[config.mk]
export PLATFORM = sky130hd
export DESIGN_NAME = shift_add_datapath
export DESIGN_NICKNAME = d
export VERILOG_FILES = /design/src/rtl/shift_add_pkg.sv /design/src/rtl/shift_add_counter.sv /design/src/rtl/shift_add_datapath.sv
export SDC_FILE = /design/constraint.sdc
export NUM_CORES = 1
export LEC_CHECK = 0
export CAP_MARGIN = 20
export CORE_ASPECT_RATIO = 1.75
export CORE_UTILIZATION = 29
export CTS_CLUSTER_DIAMETER = 30
export DETAILED_ROUTE_END_ITERATION = 8
export PLACE_DENSITY = 0.5
export SETUP_SLACK_MARGIN = 0.05
export SYNTH_ARGS = -nofsm -noshare
export SYNTH_HDL_FRONTEND = slang
export SYNTH_SLANG_ARGS = --single-unit
[constraint.sdc]
create_clock -name Clk -period 3.2 [get_ports Clk]
set_input_delay 0.64 -clock Clk [delete_from_list [all_inputs] [get_ports Clk]]
set_output_delay 0.64 -clock Clk [all_outputs]
set_load 0.005 [all_outputs]
[src/rtl/shift_add_pkg.sv]
// Shared constants for the shift-add multiplier datapath and its control.
// Strobe encodings are {Load, Ad, Sh}.
package shift_add_pkg;

    localparam int SHADD_N = 4;
    localparam int CNT_W   = $clog2(SHADD_N);

    // Counter width for an arbitrary operand width (at least one bit).
    function automatic int cnt_w(input int n);
        return (n < 2) ? 1 : $clog2(n);
    endfunction

    localparam logic [2:0] STB_NONE = 3'b000;
    localparam logic [2:0] STB_SH   = 3'b001;
    localparam logic [2:0] STB_AD   = 3'b010;
    localparam logic [2:0] STB_ADSH = 3'b011;
    localparam logic [2:0] STB_LOAD = 3'b100;

    // Encoded as {Ad, Sh}.
    typedef enum logic [1:0] {
        OP_HOLD     = 2'b00,
        OP_SHIFT    = 2'b01,
        OP_ADD      = 2'b10,
        OP_ADDSHIFT = 2'b11
    } acc_op_e;

endpackage

[src/rtl/shift_add_counter.sv]
// Iteration counter for the shift-add datapath.
// Sync clear, enable, wraps modulo 2^CW, flags the final iteration (N-1).
module shift_add_counter
    import shift_add_pkg::*;
#(
    parameter int N  = SHADD_N,
    parameter int CW = cnt_w(N)
) (
    input  logic Clk,
    input  logic Rst,
    input  logic i_clr,
    input  logic i_en,
    output logic o_term
);

    logic [CW-1:0] r_cnt;

    // Count shifts; clear has priority over enable.
    always_ff @(posedge Clk) begin
        if (Rst) begin
            r_cnt <= '0;
        end else if (i_clr) begin
            r_cnt <= '0;
        end else if (i_en) begin
            r_cnt <= r_cnt + CW'(1);
        end
    end

    assign o_term = (r_cnt == CW'(N - 1));

endmodule

[src/rtl/shift_add_datapath.sv]
// Datapath of the N x N unsigned shift-add multiplier.
// Optional SHADD_PRODUCT_HOLD_EN adds Done and a held product register.
module shift_add_datapath
    import shift_add_pkg::*;
#(
    parameter int N = SHADD_N
) (
    input  logic           Clk,
    input  logic           Rst,
    input  logic           Load,
    input  logic           Ad,
    input  logic           Sh,
    input  logic [N-1:0]   Mcand,
    input  logic [N-1:0]   Mplier,
`ifdef SHADD_PRODUCT_HOLD_EN
    input  logic           Done,
`endif
    output logic           M,
    output logic           K,
    output logic [2*N-1:0] Product
);

    localparam int CW = cnt_w(N);

    logic [N-1:0] r_mc;
    logic [2*N:0] r_acc;
    logic [N:0]   w_sum;
    logic [2*N:0] w_acc_nxt;
    acc_op_e      w_op;
    logic         w_term;

    assign w_sum = {1'b0, r_acc[2*N-1:N]} + {1'b0, r_mc};

    // Next accumulator value for the add/shift strobes.
    always_comb begin
        w_op      = acc_op_e'({Ad, Sh});
        w_acc_nxt = r_acc;
        unique case (w_op)
            OP_HOLD:     w_acc_nxt = r_acc;
            OP_ADD:      w_acc_nxt = {w_sum, r_acc[N-1:0]};
            OP_SHIFT:    w_acc_nxt = {1'b0, r_acc[2*N:1]};
            OP_ADDSHIFT: w_acc_nxt = {1'b0, w_sum, r_acc[N-1:1]};
            default:     w_acc_nxt = r_acc;
        endcase
    end

    // Operand capture and accumulator update; Load overrides Ad/Sh.
    always_ff @(posedge Clk) begin
        if (Rst) begin
            r_mc  <= '0;
            r_acc <= '0;
        end else if (Load) begin
            r_mc  <= Mcand;
            r_acc <= {{(N+1){1'b0}}, Mplier};
        end else begin
            r_acc <= w_acc_nxt;
        end
    end

    shift_add_counter #(
        .N  (N),
        .CW (CW)
    ) u_cnt (
        .Clk    (Clk),
        .Rst    (Rst),
        .i_clr  (Load),
        .i_en   (Sh),
        .o_term (w_term)
    );

    assign M = r_acc[0];
    assign K = w_term;

`ifdef SHADD_PRODUCT_HOLD_EN
    logic [2*N-1:0] r_pq;

    // Hold the finished product until the next capture strobe.
    always_ff @(posedge Clk) begin
        if (Rst) begin
            r_pq <= '0;
        end else if (Done) begin
            r_pq <= r_acc[2*N-1:0];
        end
    end

    assign Product = r_pq;
`else
    assign Product = r_acc[2*N-1:0];
`endif

endmodule

# Word level (Yosys, flattened, before mapping)

Index checks and enable logic that the tools add are counted.

Flip-flop bits (word level): 15
Word-level logic and storage cells: 17

Equality and inequality tests: 6
Reductions and logical operators: 3
Add/subtract/negate cells: 2
Multiplexer cells: 2

Operator list:

| operator                                      | number |
|---|---|
| one-hot mux 9 bit (3 select lines)            | 1 |
| == test 2 bit, second input constant          | 3 |
| adder 4 x 4 -> 5 bit                          | 1 |
| two-way mux 4 bit                             | 1 |
| inequality test 2 bit, second input constant  | 2 |
| adder 2 x 1 -> 2 bit, second input constant   | 1 |
| == test 2 x 1 -> 1 bit, second input constant | 1 |
| logical NOT 2 bit                             | 1 |
| AND reduction 2 bit                           | 1 |
| OR reduction 2 bit                            | 1 |

# Logic depth before layout (Yosys ltp)

Gate-level depths: netlist of run 1.

Word-level depth: 3
Depth in mapped cells: 6
Mapped depth without buffers: 6

# Cells and area by module

Synthesis of run 1 repeated with hierarchy kept, for this count alone.

Cell total of the unflattened synthesis: 97
Area total of the unflattened synthesis: 880.8 um^2

Modules (own cells, without submodules):

| module             | area each (um^2) | instances | seq. area each (um^2) | cells an instance |
|---|---|---|---|---|
| shift_add_datapath | 789.5            | 1         | 260.2                 | 90 |
| shift_add_counter  | 91.3             | 1         | 40.0                  | 7 |

# Least setup slack after synthesis of run 1

No wires, ideal clock.

Path type: register -> register
Start: register r_acc[4]
End: register r_acc[7]
Period minus slack after synthesis: 1.590 ns
Cell stages (with the launch flop): 7
Data arrival time: 1.474 ns
Slack: 1.610 ns
Setup time: 0.116 ns
Required time: 3.084 ns
Cell sequence: dfxtp_1 ha_1 fa_1 a21o_1 a21oi_1 a311o_1 nor2_1

Word-level cells in the longest chain between the ends: 2

Ends and longest elaborated chain:

| element                            | line                     | text |
|---|---|---|
| from (decl)                        | shift_add_datapath.sv:26 | `logic [2*N:0] r_acc;` |
| from (signal assigned)             | shift_add_datapath.sv:54 | `r_acc <= {{(N+1){1'b0}}, Mplier};` |
| from (signal assigned)             | shift_add_datapath.sv:56 | `r_acc <= w_acc_nxt;` |
| adder 4 x 4 -> 5 bit               | shift_add_datapath.sv:32 | `assign w_sum = {1'b0, r_acc[2*N-1:N]} + {1'b0, r_mc};` |
| one-hot mux 9 bit (3 select lines) | shift_add_datapath.sv:38 | `unique case (w_op)` |

Every way passes these cells. The select of a mux whose other input is x is not followed.
A chain may end at the register's enable or synchronous reset.

# Worst setup path in the final report of run 1

Start: input port Load
End: register r_acc[7]

Word-level cells in the longest chain between the ends: 1

Ends and longest elaborated chain:

| element                             | line                     | text |
|---|---|---|
| from (decl)                         | shift_add_datapath.sv:10 | `input logic Load,` |
| OR reduction 2 bit (no source line) | --                       |  |

Every way passes these cells.

==> impl_metrics.ini, run 1 <==
[placement]
numPlacedInstances = 132
post-dp-hpwl_um = 1400
portBuffers = 22
routabilityCongestion = 0.766

[sta]
grt_setup_unrepaired = no
final_min_period_over_clock_period_pct = 65.0
maxSlewViolCount = 0
timing.final.setup_violations = 0
tns_ns = 0
timing_worst_slew_pin_value_ns = 0.523
max_clock_freq_ghz = 0.481
relSlewSlack_pct = 65.0
hold_viol = 0
skew_ns = 0.00303
final.min_clock_period_ns = 2.08

[drt]
drtIter0Drc = 13
detail-route-antenna-nets = 0
num_vias = 687
post_drt_via_cell_ratio = 5.05
drt_first_pass_iters = 4
drt-wirelength-per-cell_um = 13.1
finalWirelength_um = 1780
post-route-drc-count = 0

[clock_network]
tritoncts_buffer_count = 3
clock_sinks = 15
insertion_delay_ns = 0.25
path_clk_slew_ns = 0.06
ctsLongestPathBuffers = 2
cts_tree = built
clock-root-buffer = sky130_fd_sc_hd__clkbuf_8
postCtsHoldBufs = 0
cts_setup_buffers = 0
cts_resized = 0
htree_levels = 1

[setup_path]
slowest_stage = sky130_fd_sc_hd__clkdlybuf4s50_1
worst_setup_path_end_kind = register
cp.required_ns = 3.39
max_stage_delay_ns = 0.68
r2r_start = r_acc[4]$_SDFFE_PP0P_
worst-r2r-setup-slack_ns = 1.47
worstRegToRegCells = 6
regToRegEndpoint = r_acc[7]$_SDFFE_PP0P_
crit_type = in2reg
path_max_fanout = 13
worst_setup_path_start_kind = input port
timing.critical_path.cells = clkdlybuf4s50_1 -> or2_0 -> a311o_1 -> nor2_1
worst_ep_arrival_time_ns = 2.27

[run]
max-cap-violations = 0

[die]
fp-row-count = 26
dieHeight_um = 75.2
initial_core_util_pct = 30.3
io_pins = 23
die-area_mm2 = 0.00329
fp.dieW_um = 43.8
floorplan.core_area_mm2 = 0.00293

[pwr]
leakagePower_nw = 0.457
vdd_drop_max_v = 0.000191
power.density_cell_area_mw_per_mm2 = 403

[logic_synthesis]
yosysUniqueCellTypes = 25
ys_seq_area_share_pct = 33.9
yosys.area.top_type = sky130_fd_sc_hd__dfxtp_1
post_synth_inst_count = 95
synthTopCellsByArea = sky130_fd_sc_hd__dfxtp_1 (34%), sky130_fd_sc_hd__mux2i_1 (11%), sky130_fd_sc_hd__buf_4 (7.6%)
synth_warnings = 0
synth_largest_type_area_fraction_pct = 33.9
synth.cell_area_um2 = 887
postSynthRegisterBits = 15
syn_nets = 114
syn-mean-instance-area_um2 = 9.34

[grt]
first_global_vias = 692
groute.usage.overall_pct = 12.6
maximum_number_of_pins_on_one_net_before_global_route_repair = 19
grt_first_pass_wirelength_um = 3040
antenna_violations_before_repair = 0
global_route.overflow_total = 0

[worst_hold_path]
hold_removal_path_class = reg2reg
hp-start = u_cnt.r_cnt[1]$_SDFFE_PP0P_
worst_hold_path.num_cells = 2
timing.hold.worst_endpoint = u_cnt.r_cnt[1]$_SDFFE_PP0P_

[status]
run_status = finished, final reports clean

[layout]
design.final.nets = 128
fraction_of_layout_cells_with_a_size_suffix_above_1_pct = 7.41
layout_utilization_pct = 37.2
num_antenna_cells = 0
syn2layout_area_growth_pct = 22.8
final_cell_count_no_fill = 136
logic make-up after synthesis:
logic type      after synthesis  share of synthesized area [%]
flops                        15                           33.9
xor+xnor                      2                           1.97
mux                          10                           11.3
buf+inv                      16                           12.7
fa+ha+maj                     6                           9.31
compound gates               21                           18.6
simple gates                 25                           12.3
worst max path at each step:
stage,start,to,slack (ns),depth (start not counted)
floorplan,r_acc[4]$_SDFFE_PP0P_,r_acc[7]$_SDFFE_PP0P_,1.61,6
global placement,Load,r_acc[7]$_SDFFE_PP0P_,0.90,4
detailed placement,Load,r_acc[7]$_SDFFE_PP0P_,0.87,4
CTS,Load,r_acc[7]$_SDFFE_PP0P_,1.13,4
global route,Load,r_acc[7]$_SDFFE_PP0P_,1.03,4
finish,Load,r_acc[7]$_SDFFE_PP0P_,1.12,4
cell usage after synthesis:
cell type and number:
sky130_fd_sc_hd__a21o_1 2, sky130_fd_sc_hd__or2_0 1, sky130_fd_sc_hd__a2111o_1 1, sky130_fd_sc_hd__nor2_1 16, sky130_fd_sc_hd__mux2i_1 10, sky130_fd_sc_hd__a311o_1 1, sky130_fd_sc_hd__buf_6 2, sky130_fd_sc_hd__xnor2_1 2
sky130_fd_sc_hd__inv_1 1, sky130_fd_sc_hd__a21oi_1 6, sky130_fd_sc_hd__a2111oi_2 1, sky130_fd_sc_hd__a311oi_2 1, sky130_fd_sc_hd__buf_4 9, sky130_fd_sc_hd__nand2_1 2, sky130_fd_sc_hd__ha_1 5, sky130_fd_sc_hd__fa_1 1
sky130_fd_sc_hd__buf_2 3, sky130_fd_sc_hd__nand3_1 2, sky130_fd_sc_hd__nand4_1 1, sky130_fd_sc_hd__o21ai_0 1, sky130_fd_sc_hd__a211oi_1 7, sky130_fd_sc_hd__nor2b_1 3, sky130_fd_sc_hd__o221a_2 1, sky130_fd_sc_hd__dfxtp_1 15
sky130_fd_sc_hd__inv_2 1
worst max-delay path, delay by kind of cell:
family          cells  cell delay [ns]
compound gates      1             0.38
buf+inv             1             0.68
simple gates        2             0.58
through the flow:
step	instance area (µm²)	setup slack (ns)	power (mW)	hold slack [ns]
after floorplan	887	1.61	0.262	0.465
after global placement	1040	0.899	0.289	0.489
after detailed placement	1040	0.866	0.289	0.499
after CTS	1090	1.13	0.445	0.515
after global routing	1090	1.03	0.468	0.552
final	1090	1.12	0.439	0.508
placed cells by master, fill, tap and decap left out, drive strengths merged:
master	n
mux2i	10
fa	1
a311oi	1
dfxtp	15
a311o	1
a211oi	7
or2	1
a2111oi	1
nand3	2
a21o	2
ha	5
nor2	16
clkdlybuf4s50	22
nand4	1
nor2b	3
xnor2	2
inv	2
a2111o	1
buf	1
o221a	1
clkbuf	4
a21oi	6
o21ai	1
nand2	2
per-layer routing:
metal	global-route usage, %	up-vias	part of all wire [%]
li1	-	355	-
met1	12.9	306	39
met2	23.1	19	54
met3	1.44	7	3.4
met4	8.68	0	3.8
met5	0	-	0
sequential cells by signal, indices dropped and copies added, names as in the netlist:
signal       cells
r_mc             4
r_acc            9
u_cnt.r_cnt      2
where the power goes:
group          leakage [nW]  internal [mW]  switching, mW
clock network        0.0228         0.0882         0.0661
registers             0.123          0.196        0.00770
logic                 0.311         0.0445         0.0361
total                 0.457          0.329          0.110
area by class of cell:
class                      instances  area, µm²
clock buffer                       4       45.0
fill                             315       1840
inverter                           2       7.51
multi-input combinational         64        474
sequential                        15        300
tap                               28       35.0
timing repair buffer              23        228
No activity file was read; power rests on OpenSTA's default activity.
==> run 2: changes to the inputs <==
clock period = 2.02 ns   (was 3.2 ns; I/O delays follow)
==> impl_metrics.ini, run 2 (synthesis results as in run 1) <==
[clock_network]
clock_sinks = 15
insertion_delay_ns = 0.25
cts_tree = built
path_clk_slew_ns = 0.06
postCtsHoldBufs = 0
clock-root-buffer = sky130_fd_sc_hd__clkbuf_8
htree_levels = 1
cts_setup_buffers = 0
ctsLongestPathBuffers = 2
tritoncts_buffer_count = 3
cts_resized = 0

[pwr]
leakagePower_nw = 0.476
vdd_drop_max_v = 0.000406
power.density_cell_area_mw_per_mm2 = 633

[sta]
timing.final.setup_violations = 0
grt_setup_unrepaired = no
fin_ws_ns = 0.313
final_min_period_over_clock_period_pct = 84.5
final.min_clock_period_ns = 1.71
max_clock_freq_ghz = 0.586
timing_worst_slew_pin_value_ns = 0.313
tns_ns = 0
skew_ns = 0.00229
maxSlewViolCount = 0
relSlewSlack_pct = 79.1
hold_viol = 0

[layout]
design.final.nets = 132
syn2layout_area_growth_pct = 26.2
num_antenna_cells = 0
layout.cells.most_common = sky130_fd_sc_hd__clkdlybuf4s50_1
layout_utilization_pct = 38.2
reg.largest.list = r_acc: 9 flops, r_mc: 4 flops, u_cnt.r_cnt: 2 flops
fraction_of_layout_cells_with_a_size_suffix_above_1_pct = 10.7
largest_reg_flops = 9
registers.top_by_ff_count = r_acc
layout.cells.most_common_list = sky130_fd_sc_hd__clkdlybuf4s50_1 (22), sky130_fd_sc_hd__nor2_1 (16), sky130_fd_sc_hd__dfxtp_1 (15)

[setup_path]
worst_ep_arrival_time_ns = 1.85
crit_type = reg2reg
worst_setup_path_start_kind = register
r2r_start = r_acc[4]$_SDFFE_PP0P_
critical_path.top_delay_family = adder cells
critPathBufInv = 0
worstRegToRegCells = 6
path_max_fanout = 3
timing.critical_path.cells = ha_1 -> fa_1 -> a21o_1 -> a21oi_1 -> a311o_1 -> nor2_1
cp.required_ns = 2.16
worst_setup_path_end_kind = register
worst-r2r-setup-slack_ns = 0.31
slowest_stage = sky130_fd_sc_hd__fa_1
max_stage_delay_ns = 0.41
crit_start = r_acc[4]$_SDFFE_PP0P_
regToRegEndpoint = r_acc[7]$_SDFFE_PP0P_

[drt]
post_drt_via_cell_ratio = 5.29
drt_first_pass_iters = 4
drtIter0Drc = 12
post-route-drc-count = 0
num_vias = 741
detail-route-antenna-nets = 0
finalWirelength_um = 1950
drt-wirelength-per-cell_um = 13.9

[grt]
first_global_vias = 785
antenna_violations_before_repair = 0
global_route.overflow_total = 0
groute.usage.overall_pct = 13.5
grt_first_pass_wirelength_um = 3260
maximum_number_of_pins_on_one_net_before_global_route_repair = 18

[worst_hold_path]
hold_removal_path_class = reg2reg
worst_hold_path.num_cells = 2
timing.hold.worst_endpoint = r_mc[3]$_SDFFE_PP0P_
hp-start = r_mc[3]$_SDFFE_PP0P_

[die]
initial_core_util_pct = 30.3
fp.dieW_um = 43.8
io_pins = 23
die-area_mm2 = 0.00329
dieHeight_um = 75.2
fp-row-count = 26
floorplan.core_area_mm2 = 0.00293

[placement]
post-dp-hpwl_um = 1560
portBuffers = 22
routabilityCongestion = 0.780
place_ws_ns = 0.272

[status]
run_status = finished, final reports clean

[run]
max-cap-violations = 0
==> run 2: cell count changes in the layout (fill, tap and decap cells not counted) <==
| cell | delta |
|---|---|
| sky130_fd_sc_hd__buf_4 | +4 |
==> run 2: worst max path at each step <==
stage,endpoint,slack (ns),depth (start not counted)
3_3_place_gp,r_acc[8]$_SDFFE_PP0P_,0.30,4
2_1_floorplan,r_acc[7]$_SDFFE_PP0P_,0.43,6
6_report,r_acc[7]$_SDFFE_PP0P_,0.31,6
5_1_grt,r_acc[7]$_SDFFE_PP0P_,0.26,6
3_5_place_dp,r_acc[7]$_SDFFE_PP0P_,0.27,6
4_1_cts,r_acc[7]$_SDFFE_PP0P_,0.31,6
==> run 2: layer usage <==
layer  share of wire (%)  vias to the layer above  global-route usage [%]
met2                  58                       17                    24.9
met1                  36                      354                    12.9
met4                 2.6                        0                    8.68
li1                    -                      362                       -
met3                 3.9                        8                    3.12
met5                   0                        -                       0
==> run 2: worst min-delay path, stage by stage (launching register included) <==
cell	delay [ns]
sky130_fd_sc_hd__dfxtp_1	0.33
sky130_fd_sc_hd__mux2i_1	0.07
sky130_fd_sc_hd__nor2_1	0.07
==> run 2: per-stage QoR <==
stage | instance area, µm² | total power, mW | hold slack (ns) | cells
after floorplan | 887 | 0.415 | 0.465 | 95
after global placement | 1070 | 0.463 | 0.481 | 136
after detailed placement | 1070 | 0.466 | 0.499 | 136
after CTS | 1120 | 0.715 | 0.515 | 140
after global routing | 1120 | 0.745 | 0.537 | 140
final | 1120 | 0.708 | 0.503 | 140
==> run 2: cell type report <==
type	count	area (µm²)
clock buffer	4	45.0
fill	316	1810
inverter	2	7.51
multi-input combinational	64	474
sequential	15	300
tap	28	35.0
timing repair buffer	27	258
==> run 2: report_power, final <==
part / internal, mW / switching (mW)
sequential: 0.311 / 0.0117
clock: 0.140 / 0.111
combinational: 0.0755 / 0.0592
total: 0.526 / 0.182
==> run 3: changes to the inputs <==
clock period = 1.64 ns   (was 2.02 ns; I/O delays follow)
==> impl_metrics.ini, run 3 (synthesis results as in run 1) <==
[drt]
finalWirelength_um = 2010
drt-wirelength-per-cell_um = 13.7
post-route-drc-count = 0
detail-route-antenna-nets = 0
post_drt_via_cell_ratio = 5.04
drt_first_pass_iters = 4
num_vias = 741
drtIter0Drc = 18

[layout]
layout.cells.most_common_list = sky130_fd_sc_hd__clkdlybuf4s50_1 (22), sky130_fd_sc_hd__nor2_1 (16), sky130_fd_sc_hd__buf_4 (12)
registers.top_by_ff_count = r_acc
design.final.nets = 139
syn2layout_area_growth_pct = 36.5
fraction_of_layout_cells_with_a_size_suffix_above_1_pct = 25.2
num_antenna_cells = 0
reg.largest.list = r_acc: 9 flops, r_mc: 4 flops, u_cnt.r_cnt: 2 flops
final_cell_count_no_fill = 147
layout.cells.most_common = sky130_fd_sc_hd__clkdlybuf4s50_1
largest_reg_flops = 9

[sta]
max_clock_freq_ghz = 0.636
hold_viol = 0
fin_ws_ns = 0.0678
final_min_period_over_clock_period_pct = 95.9
timing_worst_slew_pin_value_ns = 0.299
final.min_clock_period_ns = 1.57
skew_ns = 0.00396
maxSlewViolCount = 0
timing.final.setup_violations = 0
grt_setup_unrepaired = yes
relSlewSlack_pct = 80.1

[pwr]
leakagePower_nw = 0.509
power.density_cell_area_mw_per_mm2 = 726
vdd_drop_max_v = 0.000331

[clock_network]
cts_setup_buffers = 0
htree_levels = 1
path_clk_slew_ns = 0.06
cts_tree = built
clock_sinks = 15
clock-root-buffer = sky130_fd_sc_hd__clkbuf_8
insertion_delay_ns = 0.24
tritoncts_buffer_count = 3
ctsLongestPathBuffers = 2

[die]
io_pins = 23
initial_core_util_pct = 30.3
fp-row-count = 26
floorplan.core_area_mm2 = 0.00293
fp.dieW_um = 43.8
die-area_mm2 = 0.00329
dieHeight_um = 75.2

[grt]
global_route.overflow_total = 0
groute.usage.overall_pct = 13.6
grt_first_pass_wirelength_um = 3290
first_global_vias = 747
maximum_number_of_pins_on_one_net_before_global_route_repair = 16
antenna_violations_before_repair = 0

[placement]
place_ws_ns = -0.0383
numPlacedInstances = 143
routabilityCongestion = 0.752
portBuffers = 22
post-dp-hpwl_um = 1560

[run]
max-cap-violations = 0

[setup_path]
path_max_fanout = 2
timing.critical_path.cells = ha_4 -> fa_2 -> xnor2_2 -> o221a_2 -> a311oi_2
worst_setup_path_end_kind = register
max_stage_delay_ns = 0.37
worst_setup_path_start_kind = register
crit_type = reg2reg
worstRegToRegCells = 5
worst_ep_arrival_time_ns = 1.73
cp.required_ns = 1.80
slowest_stage = sky130_fd_sc_hd__fa_2

[worst_hold_path]
worst_hold_path.num_cells = 2
hold_removal_path_class = reg2reg

[status]
run_status = finished, final reports clean
==> run 3: cell types whose count changed in the layout (fill, tap and decap cells not counted), moves of 2 or more <==
cell / before / now
sky130_fd_sc_hd__dfxtp_2: 0 / 5
sky130_fd_sc_hd__buf_4: 5 / 12
sky130_fd_sc_hd__ha_1: 5 / 3
sky130_fd_sc_hd__a21oi_2: 0 / 2
sky130_fd_sc_hd__dfxtp_1: 15 / 10
sky130_fd_sc_hd__a21oi_1: 6 / 4
==> run 3: stage by stage <==
stage                     setup TNS, ns  hold slack (ns)  cell area (µm²)  power [mW]  util [%]
final                                 0            0.508             1210       0.879      41.4
after global routing           -0.00817            0.527             1210       0.929      41.4
after CTS                             0            0.504             1180       0.884      40.3
after detailed placement        -0.0829            0.489             1130       0.583      38.5
after global placement                0            0.479             1130       0.580      38.5
after floorplan                       0            0.465              887       0.511         -
==> run 3: worst paths after layout <==
check,endpoint,from,slack (ns)
hold / removal,r_mc[3]$_SDFFE_PP0P_,r_mc[3]$_SDFFE_PP0P_,0.51
setup / recovery,r_acc[6]$_SDFFE_PP0P_,r_acc[4]$_SDFFE_PP0P_,0.07
setup reg to reg,r_acc[6]$_SDFFE_PP0P_,r_acc[4]$_SDFFE_PP0P_,0.07
hold reg to reg,r_mc[3]$_SDFFE_PP0P_,r_mc[3]$_SDFFE_PP0P_,0.51
==> run 3: metal layers <==
metal	up-vias	track usage [%]	share of wire, %
li1	377	-	-
met1	348	14.2	39
met2	14	25.4	57
met3	2	2.16	2.8
met4	0	7.29	1.2
met5	-	0	0
==> run 3: worst max-delay path, delay by kind of cell, from the launching register on <==
family                   cells  cell delay [ns]
XOR/XNOR                     1             0.16
flip-flops                   1             0.33
adder cells (fa/ha/maj)      2             0.53
AO/OA/AOI/OAI                2             0.47
==> run 3: timing repair <==
action	in CTS	in global routing
endpoints found under the setup margin	4	5
pin swaps	0	5
resized for setup	3	10
hold buffers	0	0
hold endpoints to repair	0	0
==> run 3: area by class of cell <==
class / instances / area (µm²)
fill: 307 / 1720
multi-input combinational: 64 / 507
timing repair buffer: 34 / 310
sequential: 15 / 307
clock buffer: 4 / 45.0
tap: 28 / 35.0
inverter: 2 / 7.51
==> run 3: power by group <==
group	total [mW]	switching [mW]	internal [mW]
Combinational	0.185	0.0785	0.106
Clock	0.294	0.123	0.172
Sequential	0.400	0.0157	0.384
Total	0.879	0.217	0.663
